==> config.mk <==
export PLATFORM = sky130hd
export DESIGN_NAME = fft_frame_ctrl
export DESIGN_NICKNAME = d
export VERILOG_FILES = /design/src/rtl/fft_ctrl_pkg.sv /design/src/rtl/fft_frame_ctrl.sv
export SDC_FILE = /design/constraint.sdc
export NUM_CORES = 1
export LEC_CHECK = 0
export ABC_AREA = 1
export BUFFER_PORTS_ARGS = -buffer_cell sky130_fd_sc_hd__buf_2
export CELL_PAD_IN_SITES_DETAIL_PLACEMENT = 1
export CELL_PAD_IN_SITES_GLOBAL_PLACEMENT = 1
export CORE_UTILIZATION = 44
export CTS_BUF_LIST = sky130_fd_sc_hd__clkbuf_8
export DETAILED_ROUTE_END_ITERATION = 7
export PLACE_DENSITY = 0.91
export SYNTH_ARGS = -nofsm -noshare
export SYNTH_HDL_FRONTEND = slang
export SYNTH_SLANG_ARGS = --single-unit
==> constraint.sdc <==
create_clock -name clk -period 4.8 [get_ports clk]
set_input_delay 0.48 -clock clk [delete_from_list [all_inputs] [get_ports clk]]
set_output_delay 0.48 -clock clk [all_outputs]
set_load 0.01 [all_outputs]
==> src/rtl/fft_ctrl_pkg.sv <==
// Shared definitions for the FFT path: frame-controller state encoding,
// default frame geometry and the index-width helper.
package fft_ctrl_pkg;

    typedef enum logic [1:0] {
        ST_IDLE,
        ST_WAIT_RDY,
        ST_STREAM,
        ST_DONE
    } fft_state_e;

    localparam int unsigned NFFT_DEFAULT      = 512;
    localparam int unsigned MUX_START_DEFAULT = 250;

    function automatic int unsigned clog2(input int unsigned n);
        int unsigned r;
        r = 0;
        for (int unsigned i = 0; i < 32; i++) begin
            if ((32'd1 << i) < n) begin
                r = i + 1;
            end
        end
        return r;
    endfunction

endpackage

==> src/rtl/fft_frame_ctrl.sv <==
// Frame sequencer for the FFT core sink port: waits for sink_ready, streams
// NFFT slots with sop/eop framing, drives the buffer index and filter select.
module fft_frame_ctrl
    import fft_ctrl_pkg::*;
#(
    parameter int unsigned NFFT      = NFFT_DEFAULT,
    parameter int unsigned MUX_START = MUX_START_DEFAULT,
    parameter int unsigned FCNT_W    = 16
) (
    input  logic                     clk,
    input  logic                     rst,
    input  logic                     start,
    input  logic                     abort,
    input  logic                     sink_ready,
    output logic                     sink_valid,
    output logic                     sink_sop,
    output logic                     sink_eop,
    output logic [clog2(NFFT)-1:0]   smp_idx,
    output logic                     filtmx,
    output logic                     busy,
    output logic                     done,
    output logic [FCNT_W-1:0]        frame_cnt
);

    localparam int unsigned IW = clog2(NFFT);
    localparam logic [IW-1:0] IDX_LAST = IW'(NFFT - 1);
    localparam logic [IW-1:0] IDX_MUX  = IW'(MUX_START - 1);

    fft_state_e          state_q, state_d;
    logic [IW-1:0]       idx_q, idx_d;
    logic                filtmx_q, filtmx_d;
    logic [FCNT_W-1:0]   fcnt_q, fcnt_d;

    always_ff @(posedge clk or posedge rst) begin
        if (rst) begin
            state_q  <= ST_IDLE;
            idx_q    <= '0;
            filtmx_q <= 1'b0;
            fcnt_q   <= '0;
        end else begin
            state_q  <= state_d;
            idx_q    <= idx_d;
            filtmx_q <= filtmx_d;
            fcnt_q   <= fcnt_d;
        end
    end

    always_comb begin
        state_d  = state_q;
        idx_d    = idx_q;
        filtmx_d = filtmx_q;
        fcnt_d   = fcnt_q;
        case (state_q)
            ST_IDLE: begin
                if (start && !abort) begin
                    state_d  = ST_WAIT_RDY;
                    idx_d    = '0;
                    filtmx_d = 1'b0;
                end
            end
            ST_WAIT_RDY: begin
                if (abort) begin
                    state_d = ST_IDLE;
                end else if (sink_ready) begin
                    state_d = ST_STREAM;
                end
            end
            ST_STREAM: begin
                // abort suppresses the transfer entirely, so index and filtmx freeze
                if (abort) begin
                    state_d = ST_IDLE;
                end else if (sink_ready) begin
                    if (idx_q == IDX_LAST) begin
                        state_d = ST_DONE;
                        fcnt_d  = fcnt_q + FCNT_W'(1);
                    end else begin
                        idx_d = idx_q + IW'(1);
                    end
                    if (idx_q == IDX_MUX) begin
                        filtmx_d = 1'b1;
                    end
                end
            end
            ST_DONE: begin
                if (abort) begin
                    state_d = ST_IDLE;
                end else if (start) begin
                    state_d  = ST_WAIT_RDY;
                    idx_d    = '0;
                    filtmx_d = 1'b0;
                end else begin
                    state_d = ST_IDLE;
                end
            end
            default: state_d = ST_IDLE;
        endcase
    end

    assign sink_valid = (state_q == ST_STREAM);
    assign sink_sop   = sink_valid && (idx_q == '0);
    assign sink_eop   = sink_valid && (idx_q == IDX_LAST);
    assign smp_idx    = idx_q;
    assign filtmx     = filtmx_q;
    assign busy       = (state_q == ST_WAIT_RDY) || (state_q == ST_STREAM);
    assign done       = (state_q == ST_DONE);
    assign frame_cnt  = fcnt_q;

endmodule

### Word-level counts from Yosys, hierarchy flattened

Cells that the tools add are included.

* equal/unequal tests: 15
* bitwise operators: 1
* reductions and logical operators: 12
* muxes and demuxes: 23
* $add $sub $neg: 2

Operators with widths (number)
* 9-bit two-way mux: 6
* 9-bit case mux with 3 select lines: 1
* 16-bit by 1-bit adder with 16-bit output, second input constant: 1
* 7-bit AND reduction: 2
* 2-bit two-way mux: 6
* 2-bit inequality test, second input constant: 6
* 9-bit by 1-bit adder with 9-bit output, second input constant: 1
* 9-bit by 8-bit == test with 1-bit output, second input constant: 1
* 9-bit == test, second input constant: 1
* 9-bit zero test: 1
* 1-bit two-way mux: 8
* 2-bit case mux with 4 select lines: 1
* 4-bit AND reduction: 2
* 3-bit inequality test, second input constant: 2
* 2-bit == test, second input constant: 2
* 1-bit logical AND: 3
* 3-bit by 2-bit inequality test with 1-bit output, second input constant: 1
* 1-bit case mux with 3 select lines: 1
* 3-bit nonzero test: 1
* 2-bit by 1-bit == test with 1-bit output, second input constant: 1
* 2-bit zero test: 1
* 2-bit by 1-bit inequality test with 1-bit output, second input constant: 1
* 1-bit zero test: 1
* 1-bit logical OR: 1
* 1-bit inverter: 1

* flip-flop bits (word level): 28
* input port bits: 5
* word-level logic and storage cells: 57
* output and inout bits: 31

### Logic depth before layout (Yosys ltp)

* depth in word-level cells: 5
* depth in mapped cells: 12
* depth with buffers taken out: 12

### Worst setup path before layout

No wires, ideal clock.

* path kind: register -> register
* start: register idx_q[0] (netlist: smp_idx[0])
* end: register fcnt_q[8] (netlist: frame_cnt[8])
* library setup time: 0.127 ns
* data required time: 4.673 ns
* clock period less this slack: 1.859 ns
* data arrival time: 1.731 ns
* cell stages (with the launch flop): 11
* setup slack: 2.941 ns
* buffers on the path: 0
* cells stage by stage: dfrtp_1 > ha_1 > nand3_1 > nor2_1 > ha_1 > nand2_1 > nor2_8 > nand2_4 > nor2_4 > nand2_1 > xnor2_1

* word-level cells in the longest chain between the ends: 2

Ends and longest elaborated chain
* from (decl): RTL line fft_frame_ctrl.sv:30 `logic [IW-1:0] idx_q, idx_d;`
* from (signal assigned): RTL line fft_frame_ctrl.sv:42 `idx_q <= idx_d;`
* 9-bit == test: RTL line fft_frame_ctrl.sv:73 `if (idx_q == IDX_LAST) begin`
* 4-bit AND reduction (no source line)
* to (signal assigned): RTL line fft_frame_ctrl.sv:44 `fcnt_q <= fcnt_d;`
* to (decl): RTL line fft_frame_ctrl.sv:32 `logic [FCNT_W-1:0] fcnt_q, fcnt_d;`

No other way between the ends.
A chain may end at the register's enable or synchronous reset.

### Worst setup path after layout

* start: register idx_q[0] (netlist: smp_idx[0])
* end: output sink_eop

* word-level cells in the longest chain between the ends: 2

Ends and longest elaborated chain
* 9-bit == test: RTL line fft_frame_ctrl.sv:101 `assign sink_eop = sink_valid && (idx_q == IDX_LAST);`
* 1-bit logical AND: RTL line fft_frame_ctrl.sv:101
* to (decl): RTL line fft_frame_ctrl.sv:17 `output logic sink_eop,`

No other way between the ends.

==> impl_metrics.json <==
{
  "ioPinCount": 36,
  "synthTopCellsByArea": "dfrtp_1 38%, nand2_1 15%, ha_1 6.8%",
  "achievable-frequency_mhz": 438.0,
  "chipHeight_um": 66.44,
  "n_fill_cell": 540,
  "gp_congestion": 0.8522,
  "reg2reg_slack_ns": 2.62,
  "synth_edf_count": 0,
  "cts_tree": "built",
  "synth_common_cells": "75 x nand2_1, 33 x inv_1, 32 x nor2_1",
  "std_cell_rows": 23,
  "maximum_number_of_pins_on_one_net_before_global_route_repair": 29,
  "syn-mean-instance-area_um2": 7.278,
  "vias_in_the_first_global_route": 1713,
  "cts-hold-fix-buffers": 0,
  "critical_path_s_slowest_cell": "dfrtp_1",
  "post_synthesis_sequential_element_count": 28,
  "drt_iter0_drc": 65,
  "critical-path-max-stage-delay_ns": 0.47,
  "level_count_of_the_clock_h_tree": 1,
  "drt_first_pass_iters": 4,
  "insertedDiodeCount": 0,
  "detail_route.wirelength_mm": 4.729,
  "synth.largest_area_cell": "dfrtp_1",
  "drv_cap": 0,
  "initial_utilization": 0.4567,
  "peakVddDrop_v": 0.0001554,
  "timing.critical_path.cells": "ha_1 -> nand3_1 -> nor2_1 -> ha_1 -> nand2_1 -> inv_1 -> buf_2",
  "cts_buffers": 3,
  "crit-reg2reg-capture": "frame_cnt[8]",
  "post-synth-top-count-cell": "nand2_1",
  "cts_max_path_buffers": 2,
  "post-route-min-period_ns": 2.283,
  "postSynthNetCount": 266,
  "num-nets-final": 303,
  "clock_insertion_delay_worst_skew_ns": 0.27,
  "timing_worst_setup_path_type": "reg -> out",
  "place_ws_ns": 2.618,
  "critPathMaxFanout": 6,
  "critical-path-top-cell-by-count": "ha_1",
  "grt_antenna_before_repair": 0,
  "ys_types": 26,
  "ctsResizeCount": 0,
  "drc": 0,
  "synth_top_cell_area_share": 0.3836,
  "power-per-cell-area_mw_per_mm2": 302.6,
  "cts.sink_count": 28,
  "required_time_of_the_worst_setup_path_ns": 4.32,
  "syn-instance-count": 251,
  "rsz0062_at_grt": "no",
  "synth_seq_area_share": 0.3836,
  "outcome": "finished, final reports clean",
  "timing_hold_violations_final": 0,
  "grt.total_usage": 0.2366,
  "path_class_of_the_lowest_slack_min_delay_path": "in -> async",
  "clkSlewWorstSetupHoldPaths_ns": 0.10,
  "finalSetupViolCount": 0,
  "ff2ff_path_depth": 10,
  "remaining_global_route_overflow": 0,
  "ys_dominant_reg_cell": "dfrtp_1",
  "asyncSetResetFlopFracSynth": 1.000,
  "start_kind": "flop",
  "timing.critical_path.to_type": "primary output",
  "grt_pass1_wl_mm": 8.004,
  "fin_crit_sh": 0.4756,
  "slew-limit-headroom": 0.2727,
  "critical_path.reg2reg.startpoint": "smp_idx[0]",
  "share_of_final_layout_standard_cells_stronger_than_drive_strength_1": 0.1742,
  "synthesized_area_mm2": 0.001827,
  "synth_warnings": 0,
  "dp_hpwl_mm": 3.583,
  "viasPerCell": 5.223,
  "wl_per_cell_um": 14.03,
  "floorplan.die_area_mm2": 0.004414,
  "die-width_um": 66.44,
  "clock_tree.root_cell": "clkbuf_8",
  "timing.final.ws_setup_ns": 2.517,
  "timing_worst_slew_pin_value_ns": 1.090,
  "numPortBuffers": 35,
  "fin_tns_setup_ns": 0,
  "core_region_area_mm2": 0.004000,
  "cts_setup_buffers": 0,
  "cellLeakagePower_nw": 1.148,
  "detailroute.via_count": 1760,
  "fin_worst_skew_ns": 0.001674,
  "arrival_ns": 1.80,
  "final_max_slew_viol_count": 0,
  "syn_to_final_growth_pct": 14.73,
  "postRouteAntennaNets": 0
}
critical path: cells and delay by family, from the launching register on:
family / cells / cell delay (ns)
fa+ha+maj: 2 / 0.48
flops: 1 / 0.47
simple gates: 3 / 0.35
buf+inv: 2 / 0.22
cells by family (layout without fill, tap and decap cells):
logic type / count (synthesis) / after routing / synth area share
and+or+nand+nor: 139 / 139 / 0.3349
buffers and inverters: 39 / 75 / 0.08698
DFF: 28 / 28 / 0.3836
AOI/OAI and AO/OA: 24 / 24 / 0.07329
xor gates and xnor gates: 11 / 11 / 0.05274
adders and majority gates: 10 / 10 / 0.06849
how the worst max path moves through the flow:
stage | startpoint | slack [ns] | depth (start not counted) | endpoint
2_1_floorplan | smp_idx[0] | 2.94 | 10 | frame_cnt[8]
3_3_place_gp | smp_idx[0] | 2.74 | 10 | frame_cnt[8]
3_5_place_dp | smp_idx[0] | 2.62 | 10 | frame_cnt[8]
4_1_cts | state_q[0] | 2.50 | 5 | sink_sop
5_1_grt | smp_idx[0] | 2.36 | 7 | sink_eop
6_report | smp_idx[0] | 2.52 | 7 | sink_eop
registers in the layout, indices dropped and copies added (netlist names):
signal	cells
filtmx	1
frame_cnt	16
smp_idx	9
state_q	2
layout make-up:
cell class                 instances  area [µm²]  area share
inverter                          36       135.1     0.06448
clock buffer                       4       55.05     0.02627
sequential                        28       700.7      0.3343
tap                               50       62.56     0.02985
timing repair buffer              35       175.2     0.08358
multi-input combinational        184       967.2      0.4615
placed cells by master (no fill, tap or decap), drive strengths merged:
cell type | Yosys | routed
nand4 | 8 | 8
inv | 36 | 36
xor2 | 7 | 7
clkbuf | 0 | 4
o21bai | 1 | 1
o21ai | 18 | 18
a21oi | 2 | 2
xnor2 | 4 | 4
dfrtp | 28 | 28
nand3b | 1 | 1
nand2 | 78 | 78
buf | 3 | 35
ha | 10 | 10
nand3 | 17 | 17
o211ai | 3 | 3
nor2 | 35 | 35
report_power, final:
group	internal [W]	switching (W)	total, W
clock	0.0000734	0.0000727	0.000146
combinational	0.0000678	0.000155	0.000223
sequential	0.000249	0.0000162	0.000265
total	0.000390	0.000244	0.000634
layer usage:
layer  routed length, µm  part of all wire  up-vias  global-route usage
li1                    -                 -      857                   -
met1                2263              0.48      867              0.3138
met2                2262              0.48       32              0.3929
met3                 160             0.034        4             0.03448
met4                  42            0.0089        0             0.07447
met5                   0                 0        -                   0
metrics by stage:
step / utilization / power [W] / hold slack [ns] / cell area, µm² / cells
3_3_place_gp: 0.5102 / 0.0004758 / 0.5034 / 2041 / 333
4_1_cts: 0.5239 / 0.0006439 / 0.5102 / 2096 / 337
6_report: 0.5239 / 0.0006343 / 0.4660 / 2096 / 337
2_1_floorplan: - / 0.0004357 / 0.5027 / 1827 / 251
3_5_place_dp: 0.5102 / 0.0004910 / 0.5122 / 2041 / 333
5_1_grt: 0.5239 / 0.0006832 / 0.5623 / 2096 / 337
Note: power is estimated with default switching activity, not from simulation.
